`config.mk`:
```
export PLATFORM = sky130hd
export DESIGN_NAME = regfile_writeback_flat
export DESIGN_NICKNAME = d
export VERILOG_FILES = /design/src/rtl/regfile_writeback_if.sv /design/src/rtl/regfile_writeback.sv /design/src/flat_wrapper.sv
export SDC_FILE = /design/constraint.sdc
export NUM_CORES = 1
export LEC_CHECK = 0
export CAP_MARGIN = 20
export CORE_UTILIZATION = 55
export DETAILED_ROUTE_END_ITERATION = 10
export PLACE_DENSITY = 0.86
export SYNTH_ARGS = -nofsm -noshare
export SYNTH_HDL_FRONTEND = slang
export SYNTH_SLANG_ARGS = --single-unit
```
`constraint.sdc`:
```
create_clock -name clk -period 10.49 [get_ports clk]
set_input_delay 1.049 -clock clk [delete_from_list [all_inputs] [get_ports clk]]
set_output_delay 1.049 -clock clk [all_outputs]
set_load 0.005 [all_outputs]
```
`src/rtl/regfile_writeback_if.sv`:
```
// Result handshake between execute and the writeback queue.
// Producer drives valid/data/addr, the queue answers with ready.
interface regfile_writeback_if;
  logic        res_valid;
  logic        res_ready;
  logic [15:0] res_data;
  logic [2:0]  res_addr;

  modport master (
    output res_valid,
    output res_data,
    output res_addr,
    input  res_ready
  );

  modport slave (
    input  res_valid,
    input  res_data,
    input  res_addr,
    output res_ready
  );
endinterface

```
`src/rtl/regfile_writeback.sv`:
```
// In-order writeback queue feeding the 8x16 register file write port,
// with a pending-write scoreboard and youngest-match forwarding query.
module regfile_writeback #(
  parameter int DEPTH = 4,
  parameter int PTR_W = 2
) (
  input  logic               clk,
  input  logic               reset,
  regfile_writeback_if.slave res,
  input  logic               wr_stall,
  output logic [15:0]        bus_w,
  output logic [2:0]         addr_w,
  output logic               en_w,
  input  logic [2:0]         q_addr,
  output logic               q_hit,
  output logic [15:0]        q_data,
  output logic [7:0]         pending,
  output logic [PTR_W:0]     count
);

  localparam logic [PTR_W:0]   FULL    = (PTR_W+1)'(DEPTH);
  localparam logic [PTR_W:0]   CNT_ONE = (PTR_W+1)'(1);
  localparam logic [PTR_W-1:0] PTR_ONE = PTR_W'(1);

  logic [15:0]      ent_data [DEPTH];
  logic [2:0]       ent_addr [DEPTH];
  logic [DEPTH-1:0] ent_vld;
  logic [PTR_W-1:0] rd_ptr;
  logic [PTR_W-1:0] wr_ptr;
  logic [PTR_W:0]   cnt;
  logic             full;
  logic             empty;
  logic             push;
  logic             pop;

  assign full  = (cnt == FULL);
  assign empty = (cnt == '0);
  assign push  = res.res_valid && !full;
  assign pop   = !empty && !wr_stall;

  assign res.res_ready = !full;
  assign en_w          = pop;
  assign bus_w         = empty ? 16'h0 : ent_data[rd_ptr];
  assign addr_w        = empty ? 3'h0 : ent_addr[rd_ptr];
  assign count         = cnt;

  // Queue pointers and occupancy; full/empty come from count alone.
  always_ff @(posedge clk or negedge reset) begin
    if (!reset) begin
      rd_ptr <= '0;
      wr_ptr <= '0;
      cnt    <= '0;
    end else begin
      if (push) wr_ptr <= wr_ptr + PTR_ONE;
      if (pop)  rd_ptr <= rd_ptr + PTR_ONE;
      unique case ({push, pop})
        2'b10:   cnt <= cnt + CNT_ONE;
        2'b01:   cnt <= cnt - CNT_ONE;
        default: cnt <= cnt;
      endcase
    end
  end

  // Entry storage; push and pop never hit the same slot in one cycle.
  always_ff @(posedge clk or negedge reset) begin
    if (!reset) begin
      for (int i = 0; i < DEPTH; i++) begin
        ent_data[i] <= '0;
        ent_addr[i] <= '0;
      end
      ent_vld <= '0;
    end else begin
      if (push) begin
        ent_data[wr_ptr] <= res.res_data;
        ent_addr[wr_ptr] <= res.res_addr;
        ent_vld[wr_ptr]  <= 1'b1;
      end
      if (pop) ent_vld[rd_ptr] <= 1'b0;
    end
  end

  // Scoreboard and forwarding; oldest-to-youngest walk so the last match wins.
  always_comb begin
    logic [PTR_W-1:0] idx;
    idx     = '0;
    pending = '0;
    q_hit   = 1'b0;
    q_data  = '0;
    for (int i = 0; i < DEPTH; i++) begin
      idx = rd_ptr + PTR_W'(i);
      if (ent_vld[idx]) begin
        pending[ent_addr[idx]] = 1'b1;
        if (ent_addr[idx] == q_addr) begin
          q_hit  = 1'b1;
          q_data = ent_data[idx];
        end
      end
    end
  end

endmodule
```
`src/flat_wrapper.sv`:
```
// flat-port wrapper written by rule: the top's interface ports become plain ports
module regfile_writeback_flat 
#(
  parameter int DEPTH = 4,
  parameter int PTR_W = 2
)
  (clk, reset, wr_stall, bus_w, addr_w, en_w, q_addr, q_hit, q_data, pending, count, res_res_valid, res_res_data, res_res_addr, res_res_ready);
  regfile_writeback_if res_i ();
  input  logic clk;
  input  logic reset;
  input  logic wr_stall;
  output logic [15:0] bus_w;
  output logic [2:0] addr_w;
  output logic en_w;
  input  logic [2:0] q_addr;
  output logic q_hit;
  output logic [15:0] q_data;
  output logic [7:0] pending;
  output logic [PTR_W:0] count;
  input wire logic [$bits(res_i.res_valid)-1:0] res_res_valid;
  input wire logic [$bits(res_i.res_data)-1:0] res_res_data;
  input wire logic [$bits(res_i.res_addr)-1:0] res_res_addr;
  output wire logic [$bits(res_i.res_ready)-1:0] res_res_ready;
  assign res_i.res_valid = res_res_valid;
  assign res_i.res_data = res_res_data;
  assign res_i.res_addr = res_res_addr;
  assign res_res_ready = res_i.res_ready;
  regfile_writeback #(.DEPTH(DEPTH), .PTR_W(PTR_W)) u_core (.clk(clk), .reset(reset), .res(res_i), .wr_stall(wr_stall), .bus_w(bus_w), .addr_w(addr_w), .en_w(en_w), .q_addr(q_addr), .q_hit(q_hit), .q_data(q_data), .pending(pending), .count(count));
endmodule
```
; ---- Word-level counts from Yosys, hierarchy flattened
; Cells that the tools add are included.
[totals]
in_bits = 26
reg_bits = 87
wordCells = 146
out_inout_bits = 49
[op_classes]
n_bitwise = 11
reduce_logical = 14
n_mux = 75
order_cmp = 21
n_addsub = 6
eq_ne = 7
[op_table]
columns = op, count
row1 = 2-to-1 mux 16 bit, 18
row2 = binary-select mux 16 bit (select 2 bit), 4
row3 = bitwise mux 64 bit, 1
row4 = demux 16 bit (select 2 bit), 1
row5 = 2-to-1 mux 8 bit, 4
row6 = 2-to-1 mux 3 bit, 10
row7 = binary-select mux 3 bit (select 2 bit), 4
row8 = OR 8 bit, 3
row9 = 2-to-1 mux 1 bit, 18
row10 = "< comparator 3 x 4 -> 1 bit, second input constant", 4
row11 = "greater-or-equal comparator 3 bit, second input constant", 5
row12 = "< comparator 2 x 3 -> 1 bit, second input constant", 5
row13 = inverter 2 -> 3 bit, 5
row14 = bitwise mux 12 bit, 1
row15 = demux 1 bit (select 3 bit), 4
row16 = == test 3 bit, 4
row17 = "greater-or-equal comparator 3 x 1 -> 1 bit, second input constant", 4
row18 = logical AND 1 bit, 9
row19 = binary-select mux 1 bit (select 2 bit), 4
row20 = 2-to-1 mux 4 bit, 2
row21 = demux 3 bit (select 2 bit), 1
row22 = case mux 3 bit (2 select lines), 1
row23 = "adder 2 x 1 -> 2 bit, second input constant", 2
row24 = "adder 2 bit, second input constant", 2
row25 = 14 further kinds, 18

; ---- Longest topological paths before layout
[logic_depth]
ltp_word = 15
depth_mapped = 16
depth_no_buf = 10

; ---- Worst setup path before layout
; OpenSTA, ideal clock, no wires.
[synth_path]
path_kind = register -> output
start = register u_core.rd_ptr[0]
end = output port q_data[10]
required_ps = 9441
stages_incl_launch_ff = 16
arrival_time_ps = 3942
n_path_buf = 8
slack_ps = 5499
cell_sequence = dfrtp_1 > buf_4 > buf_6 > buf_2 > buf_2 > buf_2 > inv_1 > ha_1 > buf_6 > mux4_2 > xor2_2 > or4b_1 > buf_2 > buf_6 > a211oi_1 > o31ai_1
[synth_via]
elab_chain_cells = 13
word_cells_on_any_way = 51
classes_between = add/sub: 3 / eq/ne: 4 / mux: 40 / bitwise: 4
[synth_rtl]
columns = element, line
row1 = start: declaration, regfile_writeback.sv:28  ; logic [PTR_W-1:0] rd_ptr;
row2 = start signal: assignment, regfile_writeback.sv:55  ; if (pop) rd_ptr <= rd_ptr + PTR_ONE;
row3 = branches (longest 12 deep; another with adder 2 x 1 -> 2 bit), n/a
row4 = 2-to-1 mux 16 bit *, regfile_writeback.sv:91  ; if (ent_vld[idx]) begin
row5 = end: declaration, flat_wrapper.sv:17  ; output logic [15:0] q_data;
; Every way passes the cells marked *. The select of a mux whose other input is x is not followed.

; ---- Worst setup path after layout
[layout_path]
start = register u_core.rd_ptr[0]
end = output port q_data[3]
; The elaborated chain is that of the path after synthesis.

==> reports/summary.txt <==
Ports: 75
Post-synth top flop: dfrtp_1
Crit start category: register
Clock Skews: 7.473 ps
Post-route ant nets: 0
Clk buf depth: 2
CTS resizes: 0
Die H: 111.8 microns
Tcrit/Tclk final: 0.6226
Max Fanout on Critical Path: 41
Worst setup EP type: primary output
Worst min path class: reg -> reg
Outcome: complete, but fails checks
Worst relative slew slack: 0.2541
Yosys top cell by area: dfrtp_1
Overflow after GRT: 0
Arr. time, crit path: 5480 ps
Via-per-instance ratio: 7.326
Ranking of synthesized cells by area: dfrtp_1 33%, mux4_2 27%, mux2_2 13%
Inserted Diodes: 0
Crit path kind: reg -> out
Yosys cell types: 35
Slew Viols, Final: 0
Placeable Area: 0.01156 sq mm
Vias: 5465
Initial Util: 0.5732
Final WS setup: 3959 ps
Clock slew at reported path FFs: 70 ps
DPL Wire Length: 11410 microns
Routed len/inst: 24.41 microns
# DRC: 5
Finish-stage setup viols: 0
Nets: 634
Skew-Pair Late Insertion Delay: 350 ps
Post-synth EDFFs: 0
Fmax: 153.1 MHz
Share of the synthesized area in the top cell type: 0.3284
Mapped Avg Cell Area: 12.12 sq um
Antenna violations before repair: 0
Failing checks: design-rule violations
Rows: 39
Clock period minus worst slack: 6531 ps
PortBufs: 74
Post-place setup slack: 4517 ps
Required time of the critical path: 9440 ps
Commonest non-fill, non-tap cell in the layout: dfrtp_1
Syn nets: 583
Synth Register Bits: 87
Synthesized instance count: 547
Die Width: 111.8 microns
Synth warn: 0
Post-synthesis sequential area ratio: 0.3284
Vias in the first global route: 5575
Design Area, Final: 0.007749 sq mm
First-pass GRT wire length: 29440 microns
Async set-or-reset flop fraction in the synthesized netlist: 1.000
Unrepaired setup endpoints after global routing: no
Post-CTS Setup Bufs: 0
Placer Congestion: 0.9516
Clock tree sinks: 87
Num CTS Buffers: 9
Largest net degree at the start of global routing: 88
P&R area growth vs syn: 16.89%
Area of placed instances: 0.007407 sq mm
Drt total wl: 18210 microns
Share of post-route cells with drive strength above 1: 0.3151
Die area: 0.01250 sq mm
CTS tree: built
Tightest Pin Transition: 1116 ps
GRT Total Usage: 0.3063
Commonest non-fill, non-tap cells in the layout: 85 x dfrtp_1, 80 x mux4_2, 77 x mux2_2
TritonRoute pass-1 iters: 10
Netlist Area Pre-Place: 0.006629 sq mm
Setup TNS: 0 ps
H-tree lvl count: 3
Hold Slack: 545.5 ps
Hold Violations, Final: 0
Root Driver: clkbuf_16
Max Cap Violations: 0
Post-CTS Hold Buffers: 0
Initial DRC Count: 684
-- final timing paths --
kind | startpoint | to | slack [ps] | depth (start not counted)
max | u_core.rd_ptr[0]$_DFFE_PN0P_ | q_data[3] | 3960 | 9
max in group asynchronous | reset | u_core.rd_ptr[0]$_DFFE_PN0P_ | 9240 | 2
min in group asynchronous | reset | u_core.ent_vld[3]$_DFF_PN0_ | 630 | 1
min | u_core.count[0]$_DFFE_PN0P_ | u_core.count[0]$_DFFE_PN0P_ | 550 | 1
max reg2reg | u_core.count[0]$_DFFE_PN0P_ | u_core.ent_addr[0]$_DFFE_PN0P_ | 7870 | 5
min reg2reg | u_core.count[0]$_DFFE_PN0P_ | u_core.count[0]$_DFFE_PN0P_ | 550 | 1
-- synth_stat cells, types with 9 or more instances --
master / instances
clkbuf_1: 22
inv_1: 10
mux4_2: 80
ha_1: 9
nor2b_1: 21
xnor2_1: 9
nor2_1: 23
a211oi_1: 16
buf_2: 17
mux2_2: 77
nand2_1: 64
o31ai_1: 16
nor4_1: 32
dfrtp_1: 87
-- metrics by stage --
step	std cells	utilization
floorplan	547	-
global placement	728	0.6405
detailed placement	728	0.6405
CTS	744	0.6663
global route	746	0.6700
finish	746	0.6700
-- worst max-delay path: stages (launching register included) --
cell             delay (ps)
dfrtp_4                 840
inv_1                   190
ha_1                    320
buf_4                   480
mux4_2                  660
xor2_2                  690
or4b_1                  740
a211oi_1                180
o31ai_1                 410
clkdlybuf4s50_1         580
-- per-layer routing --
layer	GRT usage	part of all wire	vias to the layer above
li1	-	-	2242
met1	0.3935	0.36	2723
met2	0.4894	0.50	423
met3	0.06315	0.098	77
met4	0.1694	0.044	0
met5	0	0	-
-- state kept, by name, summed over array words and instances, names as in the netlist --
name and flops:
u_core.ent_addr 12, u_core.wr_ptr 2, u_core.ent_vld 4, u_core.rd_ptr 2
u_core.ent_data 64, u_core.count 3
-- cell type report --
class | instances | area [sq um]
multi-input combinational | 405 | 4203
fill | 789 | 3816
sequential | 87 | 2182
timing repair buffer | 85 | 848.3
clock buffer | 12 | 246.5
tap | 143 | 178.9
clock inverter | 4 | 52.55
inverter | 10 | 37.54
-- logic make-up after synthesis --
| family | after synthesis | synth area share |
|---|---|---|
| xor+xnor | 17 | 0.02473 |
| mux | 159 | 0.4056 |
| flops | 87 | 0.3284 |
| fa+ha+maj | 10 | 0.02001 |
| buf+inv | 55 | 0.03832 |
| compound gates | 59 | 0.06455 |
| simple gates | 160 | 0.1183 |
Power is not shown: default switching activity piles up to over one toggle a cycle in this logic, so the estimate is an artifact.
